**src/rtl/vga_sprite_module_if.sv**
```systemverilog
// Bus bundle between the VGA sync module / ROM side and the sprite overlay.
// The master drives pixel coordinates, window requests and ROM row data.
// The slave (the overlay) returns the ROM address, colour and status.
interface vga_sprite_module_if #(
    parameter int IMG_W   = 64,
    parameter int ADDR_W  = 6,
    parameter int COLOR_W = 1
);
    logic                       Ready_Sig;
    logic [10:0]                Column_Addr_Sig;
    logic [10:0]                Row_Addr_Sig;
    logic [10:0]                Pos_X_Sig;
    logic [10:0]                Pos_Y_Sig;
    logic [1:0]                 Scale_Sig;
    logic                       Mirror_Sig;
    logic                       Pos_Load_Sig;
    logic                       Pos_Busy_Sig;
    logic [IMG_W*COLOR_W-1:0]   Red_Rom_Data;
    logic [IMG_W*COLOR_W-1:0]   Green_Rom_Data;
    logic [IMG_W*COLOR_W-1:0]   Blue_Rom_Data;
    logic [ADDR_W-1:0]          Rom_Addr;
    logic [COLOR_W-1:0]         Red_Sig;
    logic [COLOR_W-1:0]         Green_Sig;
    logic [COLOR_W-1:0]         Blue_Sig;
    logic                       Hit_Sig;

    modport master (
        output Ready_Sig, Column_Addr_Sig, Row_Addr_Sig, Pos_X_Sig, Pos_Y_Sig,
               Scale_Sig, Mirror_Sig, Pos_Load_Sig,
               Red_Rom_Data, Green_Rom_Data, Blue_Rom_Data,
        input  Pos_Busy_Sig, Rom_Addr, Red_Sig, Green_Sig, Blue_Sig, Hit_Sig
    );

    modport slave (
        input  Ready_Sig, Column_Addr_Sig, Row_Addr_Sig, Pos_X_Sig, Pos_Y_Sig,
               Scale_Sig, Mirror_Sig, Pos_Load_Sig,
               Red_Rom_Data, Green_Rom_Data, Blue_Rom_Data,
        output Pos_Busy_Sig, Rom_Addr, Red_Sig, Green_Sig, Blue_Sig, Hit_Sig
    );
endinterface

```
**src/rtl/vga_sprite_module.sv**
```systemverilog
// Movable, scalable, mirrorable picture overlay for the VGA path.
// Pipeline: stage 1 (window test + ROM address), ROM_LAT-deep delay line
// matching the external ROM, then a registered colour/hit output stage.
// Total latency from coordinates to colour is ROM_LAT+2 cycles.
module vga_sprite_module #(
    parameter int IMG_W   = 64,
    parameter int IMG_H   = 64,
    parameter int ADDR_W  = 6,
    parameter int COLOR_W = 1,
    parameter int ROM_LAT = 1
) (
    input  logic               CLK,
    input  logic               RST,
    vga_sprite_module_if.slave bus
);
    localparam int LX_W = (IMG_W > 1) ? $clog2(IMG_W) : 1;
    localparam int DW   = IMG_W * COLOR_W;
    localparam int BW   = (DW > 1) ? $clog2(DW) : 1;
    localparam int LAST = ROM_LAT - 1;

    logic        frame_start;
    logic        load;
    logic [1:0]  s_in;

    // Shadow (applied) and pending (captured) window parameters
    logic [10:0] x_q, y_q, px_q, py_q, x_d, y_d;
    logic [1:0]  s_q, ps_q, s_d;
    logic        m_q, pm_q, m_d;
    logic        busy_q;

    assign load        = bus.Pos_Load_Sig;
    assign frame_start = bus.Ready_Sig && (bus.Column_Addr_Sig == 11'd0)
                         && (bus.Row_Addr_Sig == 11'd0);
    // Scale codes 2 and 3 both mean a shift of 2 (4x)
    assign s_in = (bus.Scale_Sig == 2'd0) ? 2'd0 :
                  (bus.Scale_Sig == 2'd1) ? 2'd1 : 2'd2;

    // Effective window for this pixel: at frame start the new values apply
    // immediately, so the whole frame (including pixel 0,0) is consistent.
    always_comb begin
        x_d = x_q;
        y_d = y_q;
        s_d = s_q;
        m_d = m_q;
        if (frame_start) begin
            if (load) begin
                x_d = bus.Pos_X_Sig;
                y_d = bus.Pos_Y_Sig;
                s_d = s_in;
                m_d = bus.Mirror_Sig;
            end else begin
                x_d = px_q;
                y_d = py_q;
                s_d = ps_q;
                m_d = pm_q;
            end
        end
    end

    // Capture requests into pending, transfer to shadows at frame start
    always_ff @(posedge CLK) begin
        if (RST) begin
            x_q    <= '0;
            y_q    <= '0;
            s_q    <= '0;
            m_q    <= 1'b0;
            px_q   <= '0;
            py_q   <= '0;
            ps_q   <= '0;
            pm_q   <= 1'b0;
            busy_q <= 1'b0;
        end else begin
            if (load) begin
                px_q <= bus.Pos_X_Sig;
                py_q <= bus.Pos_Y_Sig;
                ps_q <= s_in;
                pm_q <= bus.Mirror_Sig;
            end
            if (frame_start) begin
                x_q    <= x_d;
                y_q    <= y_d;
                s_q    <= s_d;
                m_q    <= m_d;
                busy_q <= 1'b0;
            end else if (load) begin
                busy_q <= 1'b1;
            end
        end
    end

    // Window test in 13-bit arithmetic so windows past 2047 clip, never wrap
    logic [12:0]        col_w, row_w, x_w, y_w, dx, dy, w_lim, h_lim;
    logic               inside_d;
    logic [LX_W-1:0]    lx_raw, lx_d;
    logic [ADDR_W-1:0]  ly_d;

    // Local image coordinates for the current pixel
    always_comb begin
        col_w    = {2'b00, bus.Column_Addr_Sig};
        row_w    = {2'b00, bus.Row_Addr_Sig};
        x_w      = {2'b00, x_d};
        y_w      = {2'b00, y_d};
        dx       = col_w - x_w;
        dy       = row_w - y_w;
        w_lim    = 13'(IMG_W) << s_d;
        h_lim    = 13'(IMG_H) << s_d;
        inside_d = bus.Ready_Sig && (col_w >= x_w) && (row_w >= y_w)
                   && (dx < w_lim) && (dy < h_lim);
        lx_raw   = LX_W'(dx >> s_d);
        lx_d     = m_d ? (LX_W'(IMG_W - 1) - lx_raw) : lx_raw;
        ly_d     = inside_d ? ADDR_W'(dy >> s_d) : '0;
    end

    logic              in_s1_q;
    logic [LX_W-1:0]   lx_s1_q;
    logic [ADDR_W-1:0] rom_addr_q;

    // Stage 1: register window flag, column index and ROM row address
    always_ff @(posedge CLK) begin
        if (RST) begin
            in_s1_q    <= 1'b0;
            lx_s1_q    <= '0;
            rom_addr_q <= '0;
        end else begin
            in_s1_q    <= inside_d;
            lx_s1_q    <= lx_d;
            rom_addr_q <= ly_d;
        end
    end

    logic            in_dl_q [ROM_LAT];
    logic [LX_W-1:0] lx_dl_q [ROM_LAT];

    // Delay line keeping flag and column aligned with the ROM read latency
    always_ff @(posedge CLK) begin
        if (RST) begin
            for (int i = 0; i < ROM_LAT; i++) begin
                in_dl_q[i] <= 1'b0;
                lx_dl_q[i] <= '0;
            end
        end else begin
            in_dl_q[0] <= in_s1_q;
            lx_dl_q[0] <= lx_s1_q;
            for (int i = 1; i < ROM_LAT; i++) begin
                in_dl_q[i] <= in_dl_q[i-1];
                lx_dl_q[i] <= lx_dl_q[i-1];
            end
        end
    end

    // Pixel 0 sits in the MSB group of each ROM row
    logic [BW-1:0]      pix_base;
    logic [DW-1:0]      rom_data [3];
    logic [COLOR_W-1:0] chan_out [3];
    logic               hit_q;

    assign pix_base    = BW'((IMG_W - 1 - int'(lx_dl_q[LAST])) * COLOR_W);
    assign rom_data[0] = bus.Red_Rom_Data;
    assign rom_data[1] = bus.Green_Rom_Data;
    assign rom_data[2] = bus.Blue_Rom_Data;

    // Output stage: hit flag registered alongside the colours
    always_ff @(posedge CLK) begin
        if (RST) hit_q <= 1'b0;
        else     hit_q <= in_dl_q[LAST];
    end

    genvar gi;
    generate
        for (gi = 0; gi < 3; gi++) begin : g_chan
            logic [COLOR_W-1:0] chan_q;
            // Per-channel colour register, blanked outside the window
            always_ff @(posedge CLK) begin
                if (RST)                 chan_q <= '0;
                else if (in_dl_q[LAST])  chan_q <= rom_data[gi][pix_base +: COLOR_W];
                else                     chan_q <= '0;
            end
            assign chan_out[gi] = chan_q;
        end
    endgenerate

    assign bus.Rom_Addr     = rom_addr_q;
    assign bus.Pos_Busy_Sig = busy_q;
    assign bus.Hit_Sig      = hit_q;
    assign bus.Red_Sig      = chan_out[0];
    assign bus.Green_Sig    = chan_out[1];
    assign bus.Blue_Sig     = chan_out[2];
endmodule

```
**src/flat_wrapper.sv**
```systemverilog
// flat-port wrapper written by rule: the top's interface ports become plain ports
module vga_sprite_module_flat 
#(
    parameter int IMG_W   = 64,
    parameter int IMG_H   = 64,
    parameter int ADDR_W  = 6,
    parameter int COLOR_W = 1,
    parameter int ROM_LAT = 1
)
  (CLK, RST, bus_Ready_Sig, bus_Column_Addr_Sig, bus_Row_Addr_Sig, bus_Pos_X_Sig, bus_Pos_Y_Sig, bus_Scale_Sig, bus_Mirror_Sig, bus_Pos_Load_Sig, bus_Red_Rom_Data, bus_Green_Rom_Data, bus_Blue_Rom_Data, bus_Pos_Busy_Sig, bus_Rom_Addr, bus_Red_Sig, bus_Green_Sig, bus_Blue_Sig, bus_Hit_Sig);
  vga_sprite_module_if #(.IMG_W(IMG_W), .ADDR_W(ADDR_W), .COLOR_W(COLOR_W)) bus_i ();
  input  logic CLK;
  input  logic RST;
  input wire logic [$bits(bus_i.Ready_Sig)-1:0] bus_Ready_Sig;
  input wire logic [$bits(bus_i.Column_Addr_Sig)-1:0] bus_Column_Addr_Sig;
  input wire logic [$bits(bus_i.Row_Addr_Sig)-1:0] bus_Row_Addr_Sig;
  input wire logic [$bits(bus_i.Pos_X_Sig)-1:0] bus_Pos_X_Sig;
  input wire logic [$bits(bus_i.Pos_Y_Sig)-1:0] bus_Pos_Y_Sig;
  input wire logic [$bits(bus_i.Scale_Sig)-1:0] bus_Scale_Sig;
  input wire logic [$bits(bus_i.Mirror_Sig)-1:0] bus_Mirror_Sig;
  input wire logic [$bits(bus_i.Pos_Load_Sig)-1:0] bus_Pos_Load_Sig;
  input wire logic [$bits(bus_i.Red_Rom_Data)-1:0] bus_Red_Rom_Data;
  input wire logic [$bits(bus_i.Green_Rom_Data)-1:0] bus_Green_Rom_Data;
  input wire logic [$bits(bus_i.Blue_Rom_Data)-1:0] bus_Blue_Rom_Data;
  output wire logic [$bits(bus_i.Pos_Busy_Sig)-1:0] bus_Pos_Busy_Sig;
  output wire logic [$bits(bus_i.Rom_Addr)-1:0] bus_Rom_Addr;
  output wire logic [$bits(bus_i.Red_Sig)-1:0] bus_Red_Sig;
  output wire logic [$bits(bus_i.Green_Sig)-1:0] bus_Green_Sig;
  output wire logic [$bits(bus_i.Blue_Sig)-1:0] bus_Blue_Sig;
  output wire logic [$bits(bus_i.Hit_Sig)-1:0] bus_Hit_Sig;
  assign bus_i.Ready_Sig = bus_Ready_Sig;
  assign bus_i.Column_Addr_Sig = bus_Column_Addr_Sig;
  assign bus_i.Row_Addr_Sig = bus_Row_Addr_Sig;
  assign bus_i.Pos_X_Sig = bus_Pos_X_Sig;
  assign bus_i.Pos_Y_Sig = bus_Pos_Y_Sig;
  assign bus_i.Scale_Sig = bus_Scale_Sig;
  assign bus_i.Mirror_Sig = bus_Mirror_Sig;
  assign bus_i.Pos_Load_Sig = bus_Pos_Load_Sig;
  assign bus_i.Red_Rom_Data = bus_Red_Rom_Data;
  assign bus_i.Green_Rom_Data = bus_Green_Rom_Data;
  assign bus_i.Blue_Rom_Data = bus_Blue_Rom_Data;
  assign bus_Pos_Busy_Sig = bus_i.Pos_Busy_Sig;
  assign bus_Rom_Addr = bus_i.Rom_Addr;
  assign bus_Red_Sig = bus_i.Red_Sig;
  assign bus_Green_Sig = bus_i.Green_Sig;
  assign bus_Blue_Sig = bus_i.Blue_Sig;
  assign bus_Hit_Sig = bus_i.Hit_Sig;
  vga_sprite_module #(.IMG_W(IMG_W), .IMG_H(IMG_H), .ADDR_W(ADDR_W), .COLOR_W(COLOR_W), .ROM_LAT(ROM_LAT)) u_core (.CLK(CLK), .RST(RST), .bus(bus_i));
endmodule
```
**config.mk**
```make
export PLATFORM = sky130hd
export DESIGN_NAME = vga_sprite_module_flat
export DESIGN_NICKNAME = d
export VERILOG_FILES = /design/src/rtl/vga_sprite_module_if.sv /design/src/rtl/vga_sprite_module.sv /design/src/flat_wrapper.sv
export SDC_FILE = /design/constraint.sdc
export NUM_CORES = 1
export LEC_CHECK = 0
export ABC_AREA = 1
export CAP_MARGIN = 20
export CORE_ASPECT_RATIO = 1.5
export CORE_UTILIZATION = 49
export CTS_BUF_LIST = sky130_fd_sc_hd__clkbuf_2
export CTS_CLUSTER_SIZE = 16
export DETAILED_ROUTE_END_ITERATION = 8
export PLACE_DENSITY = 0.89
export SETUP_SLACK_MARGIN = 0.2
export SLEW_MARGIN = 25
export SYNTH_ARGS = -nofsm -noshare
export SYNTH_HDL_FRONTEND = slang
export SYNTH_SLANG_ARGS = --single-unit
export TNS_END_PERCENT = 5
```
**constraint.sdc**
```tcl
create_clock -name CLK -period 7.5 [get_ports CLK]
set_input_delay 2.25 -clock CLK [delete_from_list [all_inputs] [get_ports CLK]]
set_output_delay 2.25 -clock CLK [all_outputs]
set_load 0.02 [all_outputs]
```
==> results.py, run 1 <==
metrics = {
    "yosys": {
        "yosysWarnings": 0,
        "yosys.area.top_type": "dfxtp_1",
        "synthFlopType": "dfxtp_1",
        "yosys.area_share.xor_xnor_pct": 1.23,
        "avgSynthCellArea_um2": 5.85,
        "synthAdderAreaFrac_pct": 6.69,
        "synth_mux_area_share_pct": 3.60,
        "synthDistinctLibCells": 39,
        "ys_seq_area_share_pct": 23.5,
        "synth-edff-count": 0,
        "synth-async-reset-ratio_pct": 0,
        "ys_ff_latch": 75,
        "synthSimpleGateAreaFrac_pct": 47.9,
        "synth_compound_area_share_pct": 8.04,
        "syn_inst": 1093,
        "synth_area_um2": 6390,
        "synth_nets": 1369,
        "synth_top_family_by_area": "simple AND/OR/NAND/NOR gates",
        "synth_top_area_share_pct": 23.5,
        "synthTopCellsByArea": "dfxtp_1 (23%), nand2_1 (23%), nand3_1 (14%)",
    },
    "sta": {
        "maxSlewHeadroom_pct": 27.6,
        "fin_crit_ns": 6.26,
        "setup_viol": 0,
        "fin_crit_sh_pct": 83.4,
        "grt_setup_unrepaired": "no",
        "finalHoldViolations": 0,
        "drv_slew": 0,
        "tightest_slew_ns": 1.09,
        "setup_tns_ns": 0,
        "clock_skew_ns": 0.0297,
        "max_freq_mhz": 160,
    },
    "routing": {
        "drt-pass1-iter-count": 7,
        "num_vias": 7981,
        "wl_um": 23800,
        "wl_per_cell_um": 16.2,
        "ant_nets": 0,
        "drt_iter0_drc": 441,
        "viasPerCell": 5.43,
        "drc": 0,
    },
    "power_and_ir_drop": {
        "p_switching_w": 0.000343,
        "total_power_w": 0.00106,
        "powerDensity_nw_per_um2": 117,
        "leakage_nw": 4.23,
        "ir_worst_vdd_uv": 183,
        "p_comb_share_pct": 34.1,
        "power_switching_share_pct": 32.2,
        "p_seq_share_pct": 40.1,
        "p_int_w": 0.000720,
        "clkPwrFrac_pct": 25.8,
    },
    "critical_path": {
        "crit_slowest_cell": "clkdlybuf4s50_1",
        "cp_common_cell": "nor2_1",
        "worst_setup_path_end_kind": "flip-flop",
        "cpLargestDelayFamily": "simple AND/OR/NAND/NOR gates",
        "cp_num_buf_inv": 5,
        "arrival_ns": 6.74,
        "critical_path_class": "in2reg",
        "cp.depth": 26,
        "start_kind": "primary input",
        "max_stage_delay_ns": 0.59,
        "path_max_fanout": 44,
        "critPathRequiredTime_ns": 7.98,
        "r2r_cells": 19,
    },
    "place": {
        "numPortBuffers": 253,
        "place.gp.congestion": 1.03,
        "hpwl_um": 18600,
    },
    "clock_tree": {
        "insertion_delay_ns": 0.55,
        "post_cts_buffers": 0,
        "cts_hold_buf": 0,
        "cts_resized": 0,
        "cts_sinks": 75,
        "clockBufferDepth": 2,
        "clk_pin_slew_worst_paths_ns": 0.21,
        "cts_root_buffer": "clkbuf_2",
        "ctsHtreeMaxLevel": 3,
        "cts_tree": "yes",
        "cts_buffers": 9,
    },
    "run": {
        "maxCapViolCount": 0,
    },
    "final_layout": {
        "syn_to_final_growth_pct": 41.8,
        "drive_above_1_share_pct": 3.81,
        "layout.nets": 1584,
        "fillers": 1120,
    },
    "global_route": {
        "grt_usage_pct": 34.3,
        "grt_max_degree": 97,
        "grt_overflow": 0,
        "antenna_found_initial": 3,
        "grt_pass1_wl_um": 35400,
        "grt_pass1_vias": 7358,
    },
    "die": {
        "ios": 254,
        "dieArea_um2": 13500,
        "die_h_um": 142,
        "die_x_um": 95.3,
        "rows": 50,
        "core_um2": 12600,
        "initial_core_util_pct": 50.9,
    },
    "min_path": {
        "whs_path_depth": 2,
        "min_path_type": "reg2reg",
    },
    "run_status": {
        "outcome": "finished, final reports clean",
    },
}
-- cell usage in the layout (no fill, tap or decap), drive strengths merged --
cell type and instances:
nor3 1, o21bai 1, a21boi 2, clkbuf 9, xor2 7, a21o 2, inv 93, o31ai 3
ha 31, dfxtp 75, clkdlybuf4s50 252, a21oi 34, o21ai 39, nand2 394, buf 6, xnor2 2
diode 1, clkinv 1, o211ai 5, bufinv 2, nand4 8, mux2i 23, nor4 1, a211oi 3
nand3 175, fa 2, nor2 132, or2 3, nand3b 6, a31oi 1
-- power by group through the flow --
stage	sequential (W)	combinational (W)	clock, W
floorplan	0.000424	0.000186	0
global placement	0.000433	0.000354	0
detailed placement	0.000433	0.000359	0
CTS	0.000426	0.000361	0.000278
global route	0.000428	0.000401	0.000293
finish	0.000426	0.000362	0.000275
-- kinds of logic after synthesis --
logic type / Yosys count
AO/OA/AOI/OAI: 90
XOR/XNOR: 9
multiplexers: 23
flip-flops: 75
buffers and inverters: 143
AND/OR/NAND/NOR: 720
adder cells (fa/ha/maj): 33
-- tightest hold or removal path, cell delays in order (launching register included) --
cell and delay (ns):
dfxtp_1 0.34, inv_1 0.04, nor2_1 0.03
-- synthesized netlist by cell type (3+ instances only) --
master / count
nor2_2: 4
nand4_1: 7
ha_1: 31
o211ai_1: 5
buf_1: 3
inv_2: 7
xor2_1: 7
nor2_1: 125
nand3b_1: 6
mux2i_1: 23
a21oi_1: 34
buf_2: 20
nand2_1: 389
a211oi_1: 3
nand3_1: 173
dfxtp_1: 75
nor2_4: 3
o21ai_1: 25
o31ai_1: 3
inv_1: 82
clkbuf_1: 28
nand2_2: 3
o21ai_0: 12
-- final cells by class --
type                            instances  area [um2]  area share [%]
Multi-Input combinational cell        875        4310            47.6
Timing Repair Buffer                  258        2560            28.3
Sequential cell                        75        1500            16.6
Inverter                               89         334            3.69
Tap cell                              156         195            2.15
Clock inverter                          7         106            1.17
Clock buffer                            9        45.0           0.497
Antenna cell                            1        2.50          0.0276
-- sequential cells by signal (all words and copies together) (netlist names) --
register                 count
u_core.px_q                 11
u_core.py_q                 11
u_core.x_q                  11
u_core.y_q                  11
u_core.bus.Rom_Addr          6
u_core.lx_dl_q               6
u_core.lx_s1_q               6
u_core.ps_q                  2
u_core.s_q                   2
u_core.bus.Blue_Sig          1
u_core.bus.Green_Sig         1
u_core.bus.Hit_Sig           1
u_core.bus.Pos_Busy_Sig      1
u_core.bus.Red_Sig           1
u_core.in_dl_q               1
u_core.in_s1_q               1
u_core.m_q                   1
u_core.pm_q                  1
-- per-layer routing --
| layer | up-vias | share of wire [%] | track usage (%) | routed length, um |
|---|---|---|---|---|
| met5 | - | 0.12 | 0 | 29 |
| met4 | 4 | 6.8 | 24.2 | 1620 |
| met3 | 119 | 8.9 | 9.38 | 2110 |
| met2 | 353 | 50 | 60.5 | 11800 |
| met1 | 3558 | 34 | 33.6 | 8150 |
| li1 | 3947 | - | - | - |
-- per-stage QoR --
step                hold WS, ns  util [%]  setup slack [ns]  area [um2]  cells
detailed placement        0.386      70.9             0.772        8910   1453
CTS                       0.416      72.1              1.34        9060   1469
global placement          0.383      70.9             0.958        8910   1453
floorplan                 0.388         -              2.14        6390   1093
global route              0.429      72.1             0.808        9060   1470
finish                    0.415      72.1              1.24        9060   1470
-- path summary, 6_finish.rpt --
| kind | startpoint | to | slack (ns) |
|---|---|---|---|
| worst max-delay path | bus_Column_Addr_Sig[1] | u_core.bus.Rom_Addr[4]$_SDFF_PP0_ | 1.24 |
| worst min-delay path | u_core.lx_s1_q[3]$_SDFF_PP0_ | u_core.lx_dl_q[0][3]$_SDFF_PP0_ | 0.42 |
| worst min register to register | u_core.lx_s1_q[3]$_SDFF_PP0_ | u_core.lx_dl_q[0][3]$_SDFF_PP0_ | 0.42 |
| worst max register to register | u_core.y_q[0]$_SDFFE_PP0N_ | u_core.bus.Rom_Addr[4]$_SDFF_PP0_ | 4.10 |
No activity file was read; power rests on OpenSTA's default activity.
==> inputs of run 2 (changes only) <==
Settings changed: CORE_UTILIZATION 49 to 41, PLACE_DENSITY 0.89 to 0.79.
Clock period 7.5 ns to 5.55 ns, I/O delays scaled along.
==> run 2 against run 1 <==
Effect of this change: flip-flop and latch count stayed put; cell count up 4.4%; utilization down 11 points; critical path type unchanged; count of clock-buffer cells in the layout stayed put; routed wire length fell by 2.2%; global-route usage is 6.2 points lower; clock power grew 28%; critical endpoint is now u_core.bus.Rom_Addr[3]$_SDFF_PP0_; clock skew increased by 0.00050 ns.
==> results.py, run 2 (synthesis gave the netlist of run 1 again) <==
metrics = {
    "sta": {
        "fin_crit_sh_pct": 89.8,
        "fin_hold_ws_ns": 0.418,
        "finalHoldViolations": 0,
        "max_freq_mhz": 201,
        "fin_crit_ns": 4.98,
        "clock_skew_ns": 0.0302,
        "setup_viol": 0,
        "drv_slew": 0,
        "tightest_slew_ns": 1.00,
        "grt_setup_unrepaired": "no",
        "maxSlewHeadroom_pct": 33.0,
    },
    "clock_tree": {
        "clockBufferDepth": 2,
        "cts_hold_buf": 0,
        "ctsHtreeMaxLevel": 3,
        "cts_resized": 0,
        "cts_buffers": 9,
        "cts_tree": "yes",
        "insertion_delay_ns": 0.56,
        "clk_pin_slew_worst_paths_ns": 0.21,
        "cts_sinks": 75,
        "cts_root_buffer": "clkbuf_2",
    },
    "global_route": {
        "grt_max_degree": 97,
        "grt_overflow": 0,
        "grt_pass1_vias": 7320,
        "antenna_found_initial": 2,
        "grt_usage_pct": 28.1,
        "grt_pass1_wl_um": 36100,
    },
    "die": {
        "rows": 55,
        "ios": 254,
        "dieArea_um2": 16100,
        "die_x_um": 104,
        "die_h_um": 155,
        "core_um2": 15100,
        "initial_core_util_pct": 42.2,
    },
    "place": {
        "dp_cells": 1516,
        "hpwl_um": 18400,
        "numPortBuffers": 253,
        "place.gp.congestion": 0.969,
    },
    "routing": {
        "num_vias": 7724,
        "wl_um": 23200,
        "drc": 0,
        "drt-pass1-iter-count": 5,
        "drt_iter0_drc": 693,
        "ant_nets": 0,
        "viasPerCell": 5.03,
        "wl_per_cell_um": 15.1,
    },
    "critical_path": {
        "critical_path_class": "in2reg",
        "critPathRequiredTime_ns": 6.06,
        "worst_setup_path_end_kind": "flip-flop",
        "arrival_ns": 5.49,
        "max_stage_delay_ns": 0.44,
        "path_max_fanout": 9,
        "crit_slowest_cell": "clkdlybuf4s50_1",
        "start_kind": "primary input",
    },
    "power_and_ir_drop": {
        "powerDensity_nw_per_um2": 153,
        "ir_worst_vdd_uv": 124,
        "leakage_nw": 4.33,
        "total_power_w": 0.00142,
    },
    "run_status": {
        "outcome": "finished, final reports clean",
    },
    "run": {
        "maxCapViolCount": 0,
    },
    "min_path": {
        "min_path_type": "reg2reg",
    },
    "final_layout": {
        "fillers": 1445,
        "syn_to_final_growth_pct": 45.3,
        "layout.nets": 1605,
        "drive_above_1_share_pct": 5.25,
        "final_common_cell": "nand2_1",
        "layout_common_cells": "nand2_1 (389), clkdlybuf4s50_1 (252), nand3_1 (173)",
        "fin_cells": 1535,
    },
}
[run 2: worst max-delay path: cells and delay by family]
kind,cells,cell delay (ns)
buffers and inverters,6,0.96
AO/OA/AOI/OAI,4,0.52
AND/OR/NAND/NOR,14,1.54
adder cells (fa/ha/maj),3,0.82
[run 2: layout make-up]
| type | instances | area, um2 | area share, % |
|---|---|---|---|
| antenna | 2 | 5.00 | 0.0539 |
| clock buffer | 9 | 45.0 | 0.485 |
| clock inverter | 7 | 91.3 | 0.983 |
| inverter | 89 | 334 | 3.59 |
| multi-input combinational | 875 | 4310 | 46.4 |
| sequential | 75 | 1510 | 16.2 |
| tap | 199 | 249 | 2.68 |
| timing repair buffer | 279 | 2750 | 29.6 |
[run 2: worst paths after layout]
kind	start	endpoint	slack, ns	cells after the start
min	u_core.lx_s1_q[1]$_SDFF_PP0_	u_core.lx_dl_q[0][1]$_SDFF_PP0_	0.42	2
min reg2reg	u_core.lx_s1_q[1]$_SDFF_PP0_	u_core.lx_dl_q[0][1]$_SDFF_PP0_	0.42	2
max reg2reg	u_core.py_q[0]$_SDFF_PP0_	u_core.bus.Rom_Addr[3]$_SDFF_PP0_	2.39	19
max	bus_Column_Addr_Sig[2]	u_core.bus.Rom_Addr[3]$_SDFF_PP0_	0.57	27
[run 2: power breakdown]
part	leakage, nW	internal [W]	total (W)	switching [W]
clock	0.0837	0.000149	0.000351	0.000202
sequential	0.613	0.000557	0.000575	0.0000182
combinational	3.64	0.000265	0.000497	0.000232
total	4.33	0.000971	0.00142	0.000453
[run 2: timing repair]
| item | CTS | global route |
|---|---|---|
| endpoints found under the setup margin | 0 | 7 |
| hold endpoints to repair | 0 | 0 |
| buffers inserted | 0 | 1 |
[run 2: per-layer routing]
| metal | GRT usage [%] | wire [um] | up-vias |
|---|---|---|---|
| met3 | 6.62 | 1460 | 77 |
| met4 | 16.0 | 1270 | 0 |
| met5 | 0 | 0 | - |
| met2 | 50.9 | 11400 | 261 |
| li1 | - | - | 3986 |
| met1 | 29.7 | 9120 | 3400 |
[run 2: metrics by stage]
| stage | setup slack [ns] | utilization [%] | cell area (um2) | TNS, ns |
|---|---|---|---|---|
| detailed placement | -0.0887 | 60.4 | 9140 | -0.499 |
| floorplan | 0.771 | - | 6390 | 0 |
| global placement | 0.0205 | 60.4 | 9140 | 0 |
| finish | 0.566 | 61.4 | 9290 | 0 |
| CTS | 0.498 | 61.3 | 9280 | 0 |
| global route | 0.213 | 61.4 | 9290 | 0 |
==> inputs of run 3 (changes only) <==
Settings changed: REMOVE_ABC_BUFFERS set to 1.
==> run 3 against run 2 <==
Effect of this change: sequential power decreased by 1%; power increased by 2.0%; maximum frequency decreased by 0.64%; largest cell class unchanged; utilization decreased by 0.074 points; clock power increased by 9.4%; combinational power increased by 0.8%; critical path depth decreased by 1; cell area decreased by 0.12%; sequential share of layout area about the same; via count increased by 2.3%; global-route usage increased by 0.083 points.
==> results.py, run 3 (synthesis gave the netlist of run 1 again) <==
metrics = {
    "critical_path": {
        "worst_setup_path_end_kind": "flip-flop",
        "critPathRequiredTime_ns": 6.04,
        "r2r_cells": 20,
        "critical_path_class": "in2reg",
        "r2r_slack_ns": 2.26,
        "arrival_ns": 5.51,
        "r2r-start": "u_core.y_q[0]$_SDFFE_PP0N_",
        "start_kind": "primary input",
        "crit_start": "bus_Column_Addr_Sig[2]",
        "critPathCapture": "u_core.bus.Rom_Addr[1]$_SDFF_PP0_",
        "path_max_fanout": 8,
        "worstReg2RegEnd": "u_core.bus.Rom_Addr[1]$_SDFF_PP0_",
    },
    "power_and_ir_drop": {
        "ir_worst_vdd_uv": 144,
        "powerDensity_nw_per_um2": 156,
        "leakage_nw": 4.32,
    },
    "die": {
        "dieArea_um2": 16100,
        "ios": 254,
        "die_x_um": 104,
        "die_h_um": 155,
        "core_um2": 15100,
        "rows": 55,
        "initial_core_util_pct": 42.2,
    },
    "global_route": {
        "grt_pass1_vias": 7366,
        "grt_max_degree": 97,
        "grt_overflow": 0,
        "grt_usage_pct": 28.2,
        "grt_pass1_wl_um": 36200,
        "antenna_found_initial": 1,
    },
    "routing": {
        "drt-pass1-iter-count": 8,
        "num_vias": 7899,
        "wl_per_cell_um": 15.1,
        "drc": 0,
        "viasPerCell": 5.17,
        "drt_iter0_drc": 647,
        "ant_nets": 0,
        "wl_um": 23100,
    },
    "final_layout": {
        "final_core_utilization_pct": 61.3,
        "layout_common_cells": "nand2_1 (389), clkdlybuf4s50_1 (251), nand3_1 (173)",
        "drive_above_1_share_pct": 5.04,
        "final_common_cell": "nand2_1",
        "syn_to_final_growth_pct": 45.2,
        "layout.nets": 1601,
    },
    "sta": {
        "grt_setup_unrepaired": "no",
        "tightest_slew_ns": 0.971,
        "finalHoldViolations": 0,
        "fin_crit_sh_pct": 90.4,
        "setup_slack_ns": 0.534,
        "fin_crit_ns": 5.02,
        "max_freq_mhz": 199,
        "setup_viol": 0,
        "maxSlewHeadroom_pct": 35.3,
        "fin_hold_ws_ns": 0.416,
        "drv_slew": 0,
        "clock_skew_ns": 0.0385,
    },
    "min_path": {
        "min_path_type": "reg2reg",
    },
    "clock_tree": {
        "ctsHtreeMaxLevel": 3,
        "insertion_delay_ns": 0.55,
        "cts_root_buffer": "clkbuf_2",
        "cts_sinks": 75,
        "cts_buffers": 9,
        "clockBufferDepth": 2,
        "cts_tree": "yes",
        "clk_pin_slew_worst_paths_ns": 0.19,
    },
    "run": {
        "maxCapViolCount": 0,
    },
    "place": {
        "place.gp.congestion": 0.969,
        "hpwl_um": 18300,
        "numPortBuffers": 253,
        "pre_cts_slack_ns": -0.160,
    },
    "run_status": {
        "outcome": "finished, final reports clean",
    },
}
-- run 3: cell count changes in the layout (fill, tap and decap cells not counted), sizes merged --
cell           previous run  this run
diode                     2         1
clkbuf                    9        10
buf                      27        24
clkinv                    4         2
inv                      90        89
clkdlybuf4s50           252       251
bufinv                    2         3
-- run 3: worst min-delay path by stage --
stage | from | to | slack, ns | depth (start not counted)
final | u_core.lx_s1_q[5]$_SDFF_PP0_ | u_core.lx_dl_q[0][5]$_SDFF_PP0_ | 0.42 | 2
after global placement | u_core.lx_s1_q[0]$_SDFF_PP0_ | u_core.lx_dl_q[0][0]$_SDFF_PP0_ | 0.38 | 2
after detailed placement | u_core.lx_s1_q[0]$_SDFF_PP0_ | u_core.lx_dl_q[0][0]$_SDFF_PP0_ | 0.39 | 2
after floorplan | u_core.in_s1_q$_SDFF_PP0_ | u_core.in_dl_q[0]$_SDFF_PP0_ | 0.39 | 2
after global routing | u_core.lx_s1_q[0]$_SDFF_PP0_ | u_core.lx_dl_q[0][0]$_SDFF_PP0_ | 0.43 | 2
after CTS | u_core.lx_s1_q[1]$_SDFF_PP0_ | u_core.lx_dl_q[0][1]$_SDFF_PP0_ | 0.42 | 2
-- run 3: layout make-up --
cell class / instances / area (um2)
Tap cell: 199 / 249
Timing Repair Buffer: 275 / 2730
Fill cell: 1467 / 5860
Clock inverter: 5 / 103
Multi-Input combinational cell: 875 / 4320
Inverter: 89 / 334
Sequential cell: 75 / 1500
Antenna cell: 1 / 2.50
Clock buffer: 10 / 50.0
-- run 3: where the power goes --
group	leakage, nW	internal [W]	switching [W]
clock network	0.0896	0.000193	0.000191
registers	0.613	0.000557	0.00000943
logic	3.62	0.000262	0.000239
-- run 3: critical path, cell delays in order --
cell and delay, ns:
clkdlybuf4s50_1 0.56, nor2_1 0.08, nand2_1 0.07, nor2_2 0.05, nand3_4 0.08, inv_2 0.09, or2_2 0.28, inv_1 0.07
a21oi_1 0.04, ha_1 0.23, fa_1 0.42, nor2_1 0.14, nor2_1 0.09, o21ai_0 0.16, nand2_1 0.07, nand2_1 0.09
inv_1 0.06, ha_1 0.28, o21ai_0 0.16, a21boi_0 0.10, o21ai_0 0.15, nand3_1 0.09, nor2_1 0.11, nand4_1 0.08
buf_4 0.17, nor2_1 0.08
-- run 3: timing repair --
action | 4_1_cts | 5_1_grt
setup endpoints to repair | 0 | 7
hold buffers | 0 | 0
buffers inserted | 0 | 1
gates resized for setup | 0 | 2
-- run 3: metal layers --
metal / wire length (um) / vias up / track usage (%) / part of all wire, %
met1: 8880 / 3529 / 30.5 / 38
met4: 1050 / 0 / 13.7 / 4.5
met2: 11800 / 325 / 53.0 / 51
met3: 1440 / 63 / 4.40 / 6.2
li1: - / 3982 / - / -
met5: 0 / - / 0 / 0
-- run 3: through the flow --
stage | TNS [ns] | area, um2 | total power (W) | instances
floorplan | 0 | 6150 | 0.000809 | 1039
global placement | -0.456 | 9120 | 0.00107 | 1512
detailed placement | -0.916 | 9120 | 0.00108 | 1512
CTS | 0 | 9270 | 0.00146 | 1527
global route | 0 | 9280 | 0.00154 | 1529
finish | 0 | 9280 | 0.00145 | 1529
